--- src/rtl/dds_pkg.sv ---
`default_nettype none
// ============================================================================
//  Module   : dds_pkg
//  Purpose  : Shared constants for the DDS frequency-word recovery block:
//             default phase width, error-counter width, FSM state encodings
//             and a saturating-increment helper for the error counter.
//  Ports    : (package - none)
//  Revision : 1.0  initial release
// ============================================================================
package dds_pkg;

  localparam int PHASE_W_DEF = 24;
  localparam int ERR_W       = 16;

  localparam logic [1:0] ST_IDLE   = 2'd0;
  localparam logic [1:0] ST_PRIME  = 2'd1;
  localparam logic [1:0] ST_TRACK  = 2'd2;
  localparam logic [1:0] ST_LOCKED = 2'd3;

  // Increment that sticks at all-ones instead of wrapping.
  function automatic logic [ERR_W-1:0] sat_inc(input logic [ERR_W-1:0] v);
    return (&v) ? v : v + 1'b1;
  endfunction

endpackage
`default_nettype wire

--- src/rtl/dds_delta_cmp.sv ---
`default_nettype none
// ============================================================================
//  Module   : dds_delta_cmp
//  Purpose  : Combinational phase-delta extraction and candidate comparison.
//             delta = phase - prev (natural modular wrap); match when the
//             modular signed distance between delta and cand is within TOL.
//  Ports    : i_phase  [PHASE_W]  current phase sample
//             i_prev   [PHASE_W]  previous phase sample
//             i_cand   [PHASE_W]  candidate frequency word
//             o_delta  [PHASE_W]  phase increment of this beat
//             o_match  [1]        |signed(delta - cand)| <= TOL
//  Revision : 1.0  initial release
// ============================================================================
module dds_delta_cmp #(
  parameter int PHASE_W = 24,
  parameter int TOL     = 0
) (
  input  logic [PHASE_W-1:0] i_phase,
  input  logic [PHASE_W-1:0] i_prev,
  input  logic [PHASE_W-1:0] i_cand,
  output logic [PHASE_W-1:0] o_delta,
  output logic               o_match
);

  localparam logic [PHASE_W-1:0] c_tol = PHASE_W'(TOL);

  logic [PHASE_W-1:0] w_diff;
  logic [PHASE_W-1:0] w_mag;

  always_comb begin
    o_delta = i_phase - i_prev;
    w_diff  = o_delta - i_cand;
    // Magnitude of the two's-complement difference. The most negative value
    // negates to itself and, read unsigned, is huge, so it never matches.
    w_mag   = w_diff[PHASE_W-1] ? (~w_diff + 1'b1) : w_diff;
    o_match = (w_mag <= c_tol);
  end

endmodule
`default_nettype wire

--- src/rtl/dds_fword_recover.sv ---
`default_nettype none
// ============================================================================
//  Module   : dds_fword_recover
//  Purpose  : AXI-Stream sink for the DDS phase channel. Recovers the active
//             frequency word from successive phase deltas and reports lock.
//  Ports    : sys_clk              in   sole clock
//             rst                  in   synchronous active-high reset
//             s_axis_phase_tvalid  in   phase beat valid
//             s_axis_phase_tdata   in   accumulated phase [PHASE_W]
//             s_axis_phase_tready  out  sink ready (low during reset)
//             fword_out            out  recovered frequency word (held)
//             fword_valid          out  1-cycle pulse on lock acquisition
//             locked               out  lock status
//             lock_lost            out  1-cycle pulse when lock drops
//             err_cnt              out  saturating count of lock losses
//  Revision : 1.0  initial release
// ============================================================================
module dds_fword_recover
  import dds_pkg::*;
#(
  parameter int PHASE_W  = PHASE_W_DEF,
  parameter int LOCK_CNT = 16,
  parameter int TOL      = 0,
  parameter int TIMEOUT  = 64
) (
  input  logic               sys_clk,
  input  logic               rst,
  input  logic               s_axis_phase_tvalid,
  input  logic [PHASE_W-1:0] s_axis_phase_tdata,
  output logic               s_axis_phase_tready,
  output logic [PHASE_W-1:0] fword_out,
  output logic               fword_valid,
  output logic               locked,
  output logic               lock_lost,
  output logic [ERR_W-1:0]   err_cnt
);

  localparam int MC_W = $clog2(LOCK_CNT);
  localparam int IC_W = $clog2(TIMEOUT + 1);
  localparam logic [MC_W-1:0] c_mc_last    = MC_W'(LOCK_CNT - 1);
  localparam logic [IC_W-1:0] c_timeout    = IC_W'(TIMEOUT);
  localparam logic [IC_W-1:0] c_timeout_m1 = IC_W'(TIMEOUT - 1);

  logic [1:0]         state_q,       state_d;
  logic [PHASE_W-1:0] prev_q,        prev_d;
  logic [PHASE_W-1:0] cand_q,        cand_d;
  logic [MC_W-1:0]    match_cnt_q,   match_cnt_d;
  logic [IC_W-1:0]    idle_cnt_q,    idle_cnt_d;
  logic [PHASE_W-1:0] fword_q,       fword_d;
  logic               fword_valid_q, fword_valid_d;
  logic               locked_q,      locked_d;
  logic               lock_lost_q,   lock_lost_d;
  logic [ERR_W-1:0]   err_cnt_q,     err_cnt_d;
  logic               tready_q,      tready_d;

  logic               w_beat;
  logic               w_timeout;
  logic [PHASE_W-1:0] w_delta;
  logic               w_match;

  dds_delta_cmp #(
    .PHASE_W (PHASE_W),
    .TOL     (TOL)
  ) u_delta_cmp (
    .i_phase (s_axis_phase_tdata),
    .i_prev  (prev_q),
    .i_cand  (cand_q),
    .o_delta (w_delta),
    .o_match (w_match)
  );

  assign w_beat = s_axis_phase_tvalid & tready_q;
  // A beat in the cycle the idle count would reach TIMEOUT suppresses it.
  assign w_timeout = !w_beat && (state_q != ST_IDLE) && (idle_cnt_q == c_timeout_m1);

  always_comb begin
    state_d       = state_q;
    prev_d        = prev_q;
    cand_d        = cand_q;
    match_cnt_d   = match_cnt_q;
    idle_cnt_d    = idle_cnt_q;
    fword_d       = fword_q;
    fword_valid_d = 1'b0;
    locked_d      = locked_q;
    lock_lost_d   = 1'b0;
    err_cnt_d     = err_cnt_q;
    tready_d      = 1'b1;

    // Idle counter saturates at TIMEOUT so a long stay in IDLE cannot wrap.
    if (w_beat) begin
      idle_cnt_d = '0;
    end else if (idle_cnt_q != c_timeout) begin
      idle_cnt_d = idle_cnt_q + 1'b1;
    end

    if (w_beat) begin
      prev_d = s_axis_phase_tdata;
      case (state_q)
        ST_IDLE: begin
          state_d = ST_PRIME;
        end
        ST_PRIME: begin
          cand_d      = w_delta;
          match_cnt_d = '0;
          state_d     = ST_TRACK;
        end
        ST_TRACK: begin
          if (w_match) begin
            if (match_cnt_q == c_mc_last) begin
              fword_d       = cand_q;
              fword_valid_d = 1'b1;
              locked_d      = 1'b1;
              state_d       = ST_LOCKED;
            end else begin
              match_cnt_d = match_cnt_q + 1'b1;
            end
          end else begin
            cand_d      = w_delta;
            match_cnt_d = '0;
          end
        end
        ST_LOCKED: begin
          if (!w_match) begin
            locked_d    = 1'b0;
            lock_lost_d = 1'b1;
            err_cnt_d   = sat_inc(err_cnt_q);
            cand_d      = w_delta;
            match_cnt_d = '0;
            state_d     = ST_TRACK;
          end
        end
        default: begin
          state_d = ST_IDLE;
        end
      endcase
    end else if (w_timeout) begin
      // Losing the stream while locked is a lock loss like any other.
      if (state_q == ST_LOCKED) begin
        lock_lost_d = 1'b1;
        err_cnt_d   = sat_inc(err_cnt_q);
      end
      state_d     = ST_IDLE;
      locked_d    = 1'b0;
      match_cnt_d = '0;
    end
  end

  always_ff @(posedge sys_clk) begin
    if (rst) begin
      state_q       <= ST_IDLE;
      prev_q        <= '0;
      cand_q        <= '0;
      match_cnt_q   <= '0;
      idle_cnt_q    <= '0;
      fword_q       <= '0;
      fword_valid_q <= 1'b0;
      locked_q      <= 1'b0;
      lock_lost_q   <= 1'b0;
      err_cnt_q     <= '0;
      tready_q      <= 1'b0;
    end else begin
      state_q       <= state_d;
      prev_q        <= prev_d;
      cand_q        <= cand_d;
      match_cnt_q   <= match_cnt_d;
      idle_cnt_q    <= idle_cnt_d;
      fword_q       <= fword_d;
      fword_valid_q <= fword_valid_d;
      locked_q      <= locked_d;
      lock_lost_q   <= lock_lost_d;
      err_cnt_q     <= err_cnt_d;
      tready_q      <= tready_d;
    end
  end

  assign s_axis_phase_tready = tready_q;
  assign fword_out           = fword_q;
  assign fword_valid         = fword_valid_q;
  assign locked              = locked_q;
  assign lock_lost           = lock_lost_q;
  assign err_cnt             = err_cnt_q;

endmodule
`default_nettype wire
--- config.mk ---
export PLATFORM = sky130hd
export DESIGN_NAME = dds_fword_recover
export DESIGN_NICKNAME = d
export VERILOG_FILES = /design/src/rtl/dds_pkg.sv /design/src/rtl/dds_delta_cmp.sv /design/src/rtl/dds_fword_recover.sv
export SDC_FILE = /design/constraint.sdc
export NUM_CORES = 1
export LEC_CHECK = 0
export ABC_AREA = 1
export CAP_MARGIN = 20
export CORE_MARGIN = 2
export CORE_UTILIZATION = 39
export CTS_CLUSTER_SIZE = 40
export DETAILED_ROUTE_END_ITERATION = 12
export MAX_ROUTING_LAYER = met4
export PLACE_DENSITY = 0.61
export SETUP_SLACK_MARGIN = 0.15
export SYNTH_ARGS = -nofsm -noshare
export SYNTH_HDL_FRONTEND = slang
export SYNTH_SLANG_ARGS = --single-unit
--- constraint.sdc ---
create_clock -name sys_clk -period 12.5 [get_ports sys_clk]
set_input_delay 2.5 -clock sys_clk [delete_from_list [all_inputs] [get_ports sys_clk]]
set_output_delay 2.5 -clock sys_clk [all_outputs]
set_load 0.005 [all_outputs]
==> out/qor.yml <==
ys_warn_count: 0
grt_usage: 0.197
die_w_um: 153
path_class: "input pin to flop"
clkTransAtPathRegs_ns: 0.07
slew_violations: 0
slew_headroom: 0.431
grt_max_degree: 72
post_drt_wl_per_cell_um: 12.9
leakagePower_nw: 4.48
cpMaxStageDelayCell: "inv_2"
tns_ns: 0
drt_wl_total_mm: 22.1
cts_sinks: 105
grt_overflow: 0
startpoint: "s_axis_phase_tdata[0]"
crit_required_ns: 12.78
fin_util: 0.452
coreArea_um2: 21800
final_common_cell: "nand2_1"
grt_setup_unrepaired: "false"
finalHoldWorstSlack_ns: 0.465
grt_pass1_vias: 7773
drtIter0Drc: 465
synth_area_per_cell_um2: 6.27
drc: 0
cts_made_buffers: 9
synthesis.nets: 1456
dieHeight_um: 153
synth_area_leaders: "dfxtp_1, nand2_1, inv_1, ha_1, nand3_1"
rows: 54
vias: 8393
grt_antenna_before_repair: 0
num_antenna_cells: 0
finalCriticalPeriod_ns: 8.42
arrival_ns: 8.70
power_mw: 1.33
hold_path.class: "flop to flop"
htreeDepth: 3
setup_slack_ns: 4.08
stdcell_count: 1713
layout_common_cells: "nand2_1, inv_1, nor2_1"
cap_violations: 0
dpl-instance-area_um2: 9480
hold_buffers: 0
powerDensity_nw_per_um2: 136
fin_nets: 1510
syn2layout_area_growth_pct: 14.2
grt_pass1_wl_mm: 37.6
worstMarginPinSlew_ns: 0.854
place_congestion: 0.879
start_util: 0.396
cp_max_fo: 47
hold_viol: 0
synth_cell_types: 51
synth_area_leader_cell: "dfxtp_1"
cts.repair_timing.setup_buffer_count: 0
setup_violations: 0
synth_seq_area_share: 0.244
synth_top_area_share: 0.244
place_inst: 1696
hp-start: "prev_q[23]"
dp_hpwl_mm: 17.5
ys_seq_elements: 105
cts_resized: 0
firstDrtPassIters: 5
port_buffers: 70
cp_slowest_stage_delay_ns: 0.60
cts_root_buf: "clkbuf_16"
drive_gt1_frac: 0.0803
clock_path_buffers: 2
final_area_um2: 9840
ios: 71
fmax_ghz: 0.119
place_ws_ns: 3.65
fin_worst_skew_ns: 0.0118
r2r_start: "prev_q[0]"
syn_inst: 1374
vias_per_cell: 4.90
worst_path_most_repeated_cell: "nand2_1"
cp-end-kind: "flop"
insertion_delay_ns: 0.36
outcome: "completed"
critPathLaunchType: "input pin"
cts_tree: "yes"
period_share: 0.673
netlist_area_um2: 8620
dieArea_um2: 23300
ir_drop_mv: 0.0749
fillers: 2337
drtAntennaViolNets: 0
## cells in the mapped netlist (all sizes together)
library cell	number
and2	3
a21o	1
a21oi	83
o21ai	83
nor3b	2
a31oi	5
clkbuf	16
o221ai	1
or2	1
fa	2
nand2	385
nand4	28
clkinv	1
inv	216
o2111ai	1
nor4b	1
nand3	123
xnor2	20
dfxtp	105
buf	15
nor2	159
o31ai	1
xor2	31
nor4	2
nand3b	4
nor3	23
o211ai	2
ha	53
o21bai	6
a221oi	1
## report_power, final
| part | internal, mW | switching [mW] | total [mW] |
|---|---|---|---|
| Sequential | 0.344 | 0.00506 | 0.349 |
| Combinational | 0.217 | 0.454 | 0.671 |
| Clock | 0.182 | 0.132 | 0.314 |
| Total | 0.743 | 0.591 | 1.33 |
## path summary, 6_finish.rpt
kind / to / depth (start not counted) / slack [ns]
worst max-delay path: fword_out[5] / 39 / 4.08
worst min-delay path: prev_q[23] / 2 / 0.47
worst max register to register: fword_out[5] / 37 / 6.41
worst min register to register: prev_q[23] / 2 / 0.47
## per-layer routing
| layer | routed length, um | part of all wire | GRT usage | up-vias |
|---|---|---|---|---|
| met3 | 746 | 0.034 | 0.0236 | 23 |
| met2 | 9780 | 0.44 | 0.312 | 135 |
| met4 | 400 | 0.018 | 0.0582 | 0 |
| met1 | 11200 | 0.51 | 0.265 | 3737 |
| li1 | - | - | - | 4498 |
| met5 | 0 | 0 | - | - |
## sequential cells by signal, indices dropped and copies added, names as in the netlist
name,cells
fword_valid,1
prev_q,24
err_cnt,16
cand_q,24
fword_out,24
match_cnt_q,4
s_axis_phase_tready,1
state_q,2
idle_cnt_q,7
locked,1
lock_lost,1
## cell type report
| type | instances | area [um^2] | share of cell area |
|---|---|---|---|
| clock buffers | 10 | 239 | 0.0243 |
| clock inverters | 6 | 91.3 | 0.00928 |
| inverters | 217 | 817 | 0.0830 |
| multi-input cells | 1021 | 5490 | 0.558 |
| flip-flops and latches | 105 | 2100 | 0.214 |
| well taps | 280 | 350 | 0.0356 |
| repair buffers | 74 | 751 | 0.0763 |
## worst max-delay path, delay by kind of cell
kind	cells	cell delay, ns
AOI/OAI and AO/OA	12	1.84
adders and majority gates	3	0.95
xor gates and xnor gates	1	0.24
and+or+nand+nor	17	1.82
buffers and inverters	6	1.33
## cell families after synthesis
group	Yosys count	share of synthesized area
simple gates	731	0.382
buf+inv	248	0.119
xor+xnor	51	0.0536
flops	105	0.244
compound gates	184	0.120
fa+ha+maj	55	0.0816
No activity file was read; power rests on OpenSTA's default activity.
